File: src/rtl/debounce_pkg.sv
// Shared limits and helpers for the multi-channel debouncer.
// The effective-timeout helper keeps the "0 means 1" rule in one place.
package debounce_pkg;

  localparam int MIN_CHANNELS      = 1;
  localparam int MAX_CHANNELS      = 32;
  localparam int MIN_SYNC_STAGES   = 2;
  localparam int MAX_SYNC_STAGES   = 4;
  localparam int MAX_TIMEOUT_WIDTH = 32;

  // A zero timeout would never let the filter settle, so it behaves as one cycle.
  function automatic logic [31:0] eff_timeout(input logic [31:0] t);
    return (t == 32'd0) ? 32'd1 : t;
  endfunction

endpackage

File: src/rtl/debounce_chan.sv
// One debounce channel: synchroniser, two-way stability filter and
// registered, mutually exclusive assert/release pulses.
module debounce_chan
  import debounce_pkg::*;
#(
  parameter int   TIMEOUT_WIDTH = 16,
  parameter int   SYNC_STAGES   = 2,
  parameter logic POL           = 1'b1
) (
  input  logic                     clk,
  input  logic                     reset_n,
  input  logic                     din,
  input  logic [TIMEOUT_WIDTH-1:0] timeout,
  output logic                     dout,
  output logic                     assert_pulse,
  output logic                     release_pulse
);

  localparam logic INACT = ~POL;

  logic [SYNC_STAGES-1:0]   sync_q;
  logic [TIMEOUT_WIDTH-1:0] cnt;
  logic [TIMEOUT_WIDTH:0]   cnt_inc;
  logic [TIMEOUT_WIDTH:0]   t_eff;
  logic                     s;

  assign s = sync_q[SYNC_STAGES-1];

  // One extra bit on both sides of the compare so cnt+1 can never wrap.
  always_comb begin
    t_eff   = (TIMEOUT_WIDTH+1)'(eff_timeout(32'(timeout)));
    cnt_inc = {1'b0, cnt} + (TIMEOUT_WIDTH+1)'(1);
  end

  always_ff @(posedge clk) begin
    if (!reset_n) begin
      sync_q        <= {SYNC_STAGES{INACT}};
      dout          <= INACT;
      cnt           <= '0;
      assert_pulse  <= 1'b0;
      release_pulse <= 1'b0;
    end else begin
      sync_q        <= {sync_q[SYNC_STAGES-2:0], din};
      assert_pulse  <= 1'b0;
      release_pulse <= 1'b0;
      if (s == dout) begin
        cnt <= '0;
      end else if (cnt_inc >= t_eff) begin
        // Also covers a timeout lowered below the running count.
        dout <= s;
        cnt  <= '0;
        if (s == POL) assert_pulse  <= 1'b1;
        else          release_pulse <= 1'b1;
      end else begin
        cnt <= cnt_inc[TIMEOUT_WIDTH-1:0];
      end
    end
  end

endmodule

File: src/rtl/debounce_multi.sv
// Multi-channel debouncer: CHANNELS independent debounce_chan instances
// sharing one runtime timeout.
module debounce_multi
  import debounce_pkg::*;
#(
  parameter int                  CHANNELS      = 4,
  parameter int                  TIMEOUT_WIDTH = 16,
  parameter int                  SYNC_STAGES   = 2,
  parameter logic [CHANNELS-1:0] POLARITY      = {CHANNELS{1'b1}}
) (
  input  logic                     clk,
  input  logic                     reset_n,
  input  logic [CHANNELS-1:0]      data_in,
  input  logic [TIMEOUT_WIDTH-1:0] timeout,
  output logic [CHANNELS-1:0]      data_out,
  output logic [CHANNELS-1:0]      assert_pulse,
  output logic [CHANNELS-1:0]      release_pulse
);

  if (CHANNELS < MIN_CHANNELS || CHANNELS > MAX_CHANNELS) begin : g_bad_channels
    $error("debounce_multi: CHANNELS out of range");
  end
  if (SYNC_STAGES < MIN_SYNC_STAGES || SYNC_STAGES > MAX_SYNC_STAGES) begin : g_bad_sync
    $error("debounce_multi: SYNC_STAGES out of range");
  end
  if (TIMEOUT_WIDTH < 1 || TIMEOUT_WIDTH > MAX_TIMEOUT_WIDTH) begin : g_bad_width
    $error("debounce_multi: TIMEOUT_WIDTH out of range");
  end

  for (genvar i = 0; i < CHANNELS; i++) begin : g_chan
    debounce_chan #(
      .TIMEOUT_WIDTH (TIMEOUT_WIDTH),
      .SYNC_STAGES   (SYNC_STAGES),
      .POL           (POLARITY[i])
    ) u_chan (
      .clk           (clk),
      .reset_n       (reset_n),
      .din           (data_in[i]),
      .timeout       (timeout),
      .dout          (data_out[i]),
      .assert_pulse  (assert_pulse[i]),
      .release_pulse (release_pulse[i])
    );
  end

endmodule

File: config.mk
export PLATFORM = sky130hd
export DESIGN_NAME = debounce_multi
export DESIGN_NICKNAME = d
export VERILOG_FILES = /design/src/rtl/debounce_pkg.sv /design/src/rtl/debounce_chan.sv /design/src/rtl/debounce_multi.sv
export SDC_FILE = /design/constraint.sdc
export NUM_CORES = 1
export LEC_CHECK = 0
export ABC_AREA = 1
export ABC_CLOCK_PERIOD_IN_PS = 7700
export CELL_PAD_IN_SITES_DETAIL_PLACEMENT = 0
export CELL_PAD_IN_SITES_GLOBAL_PLACEMENT = 2
export CORE_ASPECT_RATIO = 0.6
export CORE_MARGIN = 5
export CORE_UTILIZATION = 37
export CTS_CLUSTER_SIZE = 30
export DETAILED_ROUTE_END_ITERATION = 6
export PLACE_DENSITY_LB_ADDON = 0.08
export SYNTH_ARGS = -nofsm -noshare
export SYNTH_HDL_FRONTEND = slang
export SYNTH_SLANG_ARGS = --single-unit
File: constraint.sdc
create_clock -name clk -period 7.7 [get_ports clk]
set_input_delay 0.77 -clock clk [delete_from_list [all_inputs] [get_ports clk]]
set_output_delay 0.77 -clock clk [all_outputs]
set_load 0.1 [all_outputs]
==> results.py, run 1 <==
metrics = {
    "status": {
        "status": "finished, final reports clean",
    },
    "logic_synthesis": {
        "ys_seq_elements": 84,
        "synth.net_count": 874,
        "seq_area_frac_synth": 0.304,
        "synth_area_um2": 5540,
        "avgSynthCellArea_um2": 7.06,
        "yosysWarningCount": 0,
        "yosysTopAreaCell": "dfxtp_1",
        "synthCells": 784,
        "yosysUniqueCellTypes": 34,
        "yosys-top-cells-area": "dfxtp_1, ha_1, inv_1, nand2_1, nor2_1",
        "synth_top_area_frac": 0.304,
    },
    "route": {
        "vias": 4578,
        "routed_wl_mm": 14.0,
        "route.antenna.remaining_nets": 0,
        "first_iter_violations": 254,
        "avgViaCountPerCell": 4.51,
        "drc_errors": 0,
        "post_drt_wl_per_cell_um": 13.8,
        "dr.pass1.iters": 4,
    },
    "placement": {
        "gp_congestion": 0.839,
        "dp_hpwl_mm": 11.2,
        "port-buffer-count": 33,
    },
    "worst_hold_path": {
        "hold_class": "reg2reg",
        "hold_path.startpoint": "g_chan[3].u_chan.sync_q[0]",
        "holdPathEnd": "g_chan[3].u_chan.sync_q[1]",
        "whs_path_depth": 2,
    },
    "setup_path": {
        "worstPathMaxFanout": 16,
        "start_kind": "flip-flop",
        "r2r-start": "g_chan[0].u_chan.cnt[0]",
        "worstPathArrival_ns": 3.83,
        "ff2ff_path_depth": 16,
        "path_class": "reg2reg",
        "crit_required_ns": 7.90,
        "path_common_cell": "nand2_1",
        "crit_chain": "ha_1, nand3_1, nor2_1, nand2_1, nor2_1, nand2_1, xor2_1, inv_1, ha_1, nand2_1, nor3_1, nand4_1, nand3_1, nand2_1, nand3_1, nor2_1",
        "rr_endpoint": "g_chan[0].u_chan.cnt[5]",
        "cp_top_family": "simple AND/OR/NAND/NOR gates",
        "cp.buffers_inverters": 1,
        "reg2reg_slack_ns": 4.07,
        "slowest_delay_ns": 0.52,
        "end_kind": "flip-flop",
        "slowest_stage": "nand3_1",
    },
    "die": {
        "ios": 34,
        "core-area_um2": 14600,
        "initial_core_util": 0.379,
        "die-area_um2": 17600,
        "die_h_um": 105,
        "die_w_um": 168,
        "rows": 34,
    },
    "clock_network": {
        "cts-root-buf": "clkbuf_16",
        "cts_buffer_depth": 2,
        "clkLatencyLatePin_ns": 0.35,
        "cts_tree": "done",
        "cts_setup_buffers": 0,
        "ctsHoldBuffers": 0,
        "clkTransAtPathRegs_ns": 0.08,
        "cts_buffers": 9,
        "ctsResizeCount": 0,
        "htreeDepth": 3,
        "clock_sinks": 84,
    },
    "timing": {
        "tightest_slew_ns": 0.986,
        "timing.hold.ws_ns": 0.418,
        "post-route-period-util": 0.471,
        "fin_skew_ns": 0.0113,
        "fin_tns_setup_ns": 0,
        "rsz0062_at_grt": "no",
        "period_needed_ns": 3.63,
        "fmax_ghz": 0.276,
        "setup_viol": 0,
        "hold_violations": 0,
        "maxSlewHeadroom": 0.341,
        "maxSlewViolCount": 0,
    },
    "grt": {
        "met3_usage": 0.0340,
        "busiest_layer": "met2",
        "grt_use_total": 0.168,
        "gr-total-overflow": 0,
        "grt_max_degree": 18,
        "grt_antenna_before_repair": 0,
        "use_met2": 0.255,
        "grt_pass1_wl_mm": 23.3,
        "grt_pass1_vias": 4543,
        "grt_use_met1": 0.245,
    },
    "finish": {
        "layout.nets": 901,
        "drive_gt1_frac": 0.0490,
        "syn2layout_area_growth_pct": 13.3,
        "num_antenna_cells": 0,
    },
    "pwr": {
        "peakVddDrop_uv": 84.2,
        "power_density_nw_per_um2": 149,
        "power.total_w": 0.000934,
        "p_leak_nw": 3.05,
    },
    "job": {
        "maxCapViolations": 0,
    },
}
logic make-up after synthesis:
logic type               share of synthesized area
AO/OA/AOI/OAI                               0.0459
buffers and inverters                        0.127
flip-flops                                   0.304
adder cells (fa/ha/maj)                      0.154
AND/OR/NAND/NOR                              0.290
XOR/XNOR                                    0.0791
through the flow:
step	cells	utilization	setup slack, ns	cell area (um2)
2_1_floorplan	784	-	4.89	5540
3_3_place_gp	998	0.410	3.93	5980
3_5_place_dp	998	0.410	3.89	5980
4_1_cts	1014	0.430	4.03	6270
5_1_grt	1014	0.430	3.66	6270
6_report	1014	0.430	4.07	6270
cells in the mapped netlist, drive strengths merged:
library cell,instances
buf,16
nor2,132
or2,2
xor2,41
ha,68
o21bai,1
clkbuf,1
nand2,147
nand3b,2
clkinv,1
a41o,1
nand4,11
a31oi,1
and3,2
nor3,18
inv,152
a21oi,27
xnor2,9
nand3,45
nor4,9
o21ai,7
a21o,4
dfxtp,84
o21a,3
power breakdown:
| group | total (W) | internal, W | switching [W] |
|---|---|---|---|
| Clock | 0.000436 | 0.000228 | 0.000209 |
| Combinational | 0.0000593 | 0.0000227 | 0.0000366 |
| Sequential | 0.000438 | 0.000437 | 0.00000187 |
cells in the final DEF, fill, tap and decap left out, drive strengths merged:
cell	n
a21o	4
a21oi	27
a31oi	1
a41o	1
and3	2
clkbuf	9
clkdlybuf4s50	33
clkinv	2
clkinvlp	1
dfxtp	84
ha	68
inv	157
nand2	147
nand3	45
nand3b	2
nand4	11
nor2	132
nor3	18
nor4	9
o21a	3
o21ai	7
o21bai	1
or2	2
xnor2	9
xor2	41
area by class of cell:
type | count | area, um2
fillers | 1525 | 8320
multi-input cells | 530 | 3150
flip-flops and latches | 84 | 1680
inverters | 153 | 574
repair buffers | 33 | 330
well taps | 198 | 248
clock buffers | 9 | 225
clock inverters | 7 | 65.1
sequential cells by signal (all words and copies together), names as in the netlist:
signal	flops
g_chan.u_chan.release_pulse	4
g_chan.u_chan.sync_q	8
g_chan.u_chan.cnt	64
g_chan.u_chan.assert_pulse	4
g_chan.u_chan.dout	4
worst max-delay path by stage:
stage | slack [ns] | start | to | cells after the start
3_5_place_dp | 3.89 | timeout[13] | g_chan[0].u_chan.cnt[7] | 10
3_3_place_gp | 3.93 | timeout[9] | g_chan[0].u_chan.cnt[3] | 10
5_1_grt | 3.66 | g_chan[0].u_chan.cnt[0] | g_chan[0].u_chan.cnt[7] | 17
2_1_floorplan | 4.89 | g_chan[0].u_chan.cnt[0] | g_chan[0].u_chan.cnt[15] | 17
6_report | 4.07 | g_chan[0].u_chan.cnt[0] | g_chan[0].u_chan.cnt[5] | 16
4_1_cts | 4.03 | g_chan[0].u_chan.cnt[0] | g_chan[0].u_chan.cnt[5] | 16
routing by layer:
layer,share of wire,up-vias
li1,-,2494
met1,0.54,1994
met2,0.41,74
met3,0.034,16
met4,0.011,0
met5,0,-
worst register-to-register path, cell delays in order (launching register included):
cell,delay (ns)
dfxtp_1,0.40
ha_1,0.23
nand3_1,0.13
nor2_1,0.32
nand2_1,0.14
nor2_1,0.23
nand2_1,0.10
xor2_1,0.20
inv_1,0.07
ha_1,0.30
nand2_1,0.09
nor3_1,0.33
nand4_1,0.15
nand3_1,0.11
nand2_1,0.07
nand3_1,0.52
nor2_1,0.09
Note: power is estimated with default switching activity, not from simulation.
==> inputs of run 2 (changes only) <==
- ABC_CLOCK_PERIOD_IN_PS: 7700 -> 3100
- CORE_UTILIZATION: 37 -> 31
- clock period: 7.7 -> 3.1 ns (I/O delays scaled with it)
==> run 2 against run 1 <==
Effect of this change:
- worst setup slack worse by 3.8 ns
- critical path type unchanged
- largest cell class unchanged
- clock skew down 0.0061 ns
- sequential power up 150%
- non-clock buffer count up 14
- combinational power rose to 2.6 times the previous value
==> results.py, run 2 (synthesis gave the netlist of run 1 again) <==
metrics = {
    "route": {
        "avgViaCountPerCell": 4.32,
        "route.antenna.remaining_nets": 0,
        "drc_errors": 0,
        "first_iter_violations": 146,
        "vias": 4600,
        "post_drt_wl_per_cell_um": 13.9,
        "dr.pass1.iters": 5,
        "routed_wl_mm": 14.8,
    },
    "setup_path": {
        "crit_required_ns": 3.38,
        "cp_top_family": "simple AND/OR/NAND/NOR gates",
        "ff2ff_path_depth": 18,
        "path_common_cell": "nor2_1",
        "cp.buffers_inverters": 1,
        "slowest_stage": "dfxtp_1",
        "end_kind": "flip-flop",
        "worstPathArrival_ns": 3.13,
        "path_class": "reg2reg",
        "r2r-start": "g_chan[3].u_chan.cnt[0]",
        "reg2reg_slack_ns": 0.25,
        "start_kind": "flip-flop",
        "worstPathMaxFanout": 8,
        "crit_path_start": "g_chan[3].u_chan.cnt[0]",
        "rr_endpoint": "g_chan[3].u_chan.cnt[15]",
        "slowest_delay_ns": 0.39,
        "crit_chain": "nand2_1, nor2_1, nand2_1, nor2_1, nand2_1, nor3_2, xor2_1, inv_1, ha_1, nand2_1, nor2_1, nand2_1, nor2_1, nor2_1, nand3_1, nor2_4, nand4_4, nor2_1",
    },
    "worst_hold_path": {
        "hold_class": "reg2reg",
        "whs_path_depth": 2,
        "hold_path.startpoint": "g_chan[0].u_chan.sync_q[0]",
        "holdPathEnd": "g_chan[0].u_chan.sync_q[1]",
    },
    "pwr": {
        "peakVddDrop_uv": 208,
        "power.total_w": 0.00227,
        "power_density_nw_per_um2": 348,
        "p_leak_nw": 3.13,
    },
    "clock_network": {
        "ctsHoldBuffers": 0,
        "cts_buffer_depth": 2,
        "htreeDepth": 3,
        "cts_tree": "done",
        "clock_sinks": 84,
        "cts-root-buf": "clkbuf_16",
        "clkLatencyLatePin_ns": 0.35,
        "clkTransAtPathRegs_ns": 0.07,
        "cts_buffers": 9,
    },
    "finish": {
        "num_antenna_cells": 0,
        "layout.nets": 916,
        "fin_area_um2": 6530,
        "syn2layout_area_growth_pct": 18.0,
        "largest_reg_flops": 64,
        "final_util": 0.377,
        "final_common_cell": "inv_1",
        "regMostFlops": "g_chan.u_chan.cnt",
        "reg.largest.list": "g_chan.u_chan.cnt (64), g_chan.u_chan.sync_q (8)",
        "final_cell_mix": "inv_1, nand2_1, nor2_1",
        "drive_gt1_frac": 0.0890,
    },
    "timing": {
        "rsz0062_at_grt": "yes",
        "post-route-period-util": 0.920,
        "setup_viol": 0,
        "hold_violations": 0,
        "timing.hold.ws_ns": 0.416,
        "maxSlewViolCount": 0,
        "period_needed_ns": 2.85,
        "maxSlewHeadroom": 0.316,
        "tightest_slew_ns": 1.02,
        "fin_skew_ns": 0.00520,
        "fmax_ghz": 0.351,
    },
    "die": {
        "ios": 34,
        "initial_core_util": 0.320,
        "die_h_um": 114,
        "core-area_um2": 17300,
        "die-area_um2": 20700,
        "rows": 37,
        "die_w_um": 183,
    },
    "grt": {
        "use_met2": 0.225,
        "grt_pass1_vias": 4554,
        "grt_antenna_before_repair": 0,
        "grt_pass1_wl_mm": 23.6,
        "grt_use_total": 0.146,
        "met3_usage": 0.0344,
        "gr-total-overflow": 0,
        "grt_use_met1": 0.211,
        "busiest_layer": "met2",
        "grt_max_degree": 17,
    },
    "placement": {
        "placed_cell_area_um2": 6140,
        "port-buffer-count": 33,
        "dp_hpwl_mm": 11.5,
        "gp_congestion": 0.824,
    },
    "job": {
        "maxCapViolations": 0,
    },
    "status": {
        "status": "finished, final reports clean",
    },
}
-- run 2: cell type report --
type / instances / area [um2]
fillers: 1888 / 10800
repair buffers: 47 / 455
well taps: 234 / 293
flip-flops and latches: 84 / 1680
multi-input cells: 531 / 3250
clock inverters: 4 / 25.0
inverters: 153 / 574
clock buffers: 12 / 246
-- run 2: worst reg2reg max path: cells and delay by family, from the launching register on --
kind                       cells  cell delay (ns)
xor gates and xnor gates       1             0.24
DFF                            1             0.39
and+or+nand+nor               15             1.80
adders and majority gates      1             0.29
buffers and inverters          1             0.08
-- run 2: layer usage --
layer | routed length, um | share of wire
met5 | 0 | 0
met4 | 88 | 0.0059
met3 | 455 | 0.031
met2 | 6140 | 0.41
met1 | 8130 | 0.55
-- run 2: stage by stage --
stage          setup TNS [ns]  worst slack (ns)  instances
4_1_cts                     0            0.0106       1062
3_3_place_gp                0            0.0415       1046
5_1_grt                -0.130           -0.0307       1065
3_5_place_dp                0            0.0420       1046
2_1_floorplan               0             0.290        784
6_report                    0             0.248       1065
-- run 2: worst max path at each step --
stage                                     endpoint  slack [ns]  depth (start not counted)
after detailed placement   g_chan[0].u_chan.cnt[3]        0.04                         17
after floorplan           g_chan[0].u_chan.cnt[15]        0.29                         17
after global placement     g_chan[0].u_chan.cnt[7]        0.04                         17
final                     g_chan[3].u_chan.cnt[15]        0.25                         18
after global routing       g_chan[1].u_chan.cnt[5]       -0.03                         18
after CTS                 g_chan[2].u_chan.cnt[11]        0.01                         19
-- run 2: power breakdown --
group	internal, W	leakage (nW)	switching [W]
combinational	0.0000618	2.33	0.0000941
clock	0.000563	0.129	0.000463
sequential	0.00109	0.679	0.00000469
total	0.00171	3.13	0.000562
-- run 2: what timing repair did --
| item | 4_1_cts | 5_1_grt |
|---|---|---|
| endpoints found under the setup margin | 0 | 73 |
| gates resized for setup | 0 | 23 |
| setup buffers | 0 | 2 |
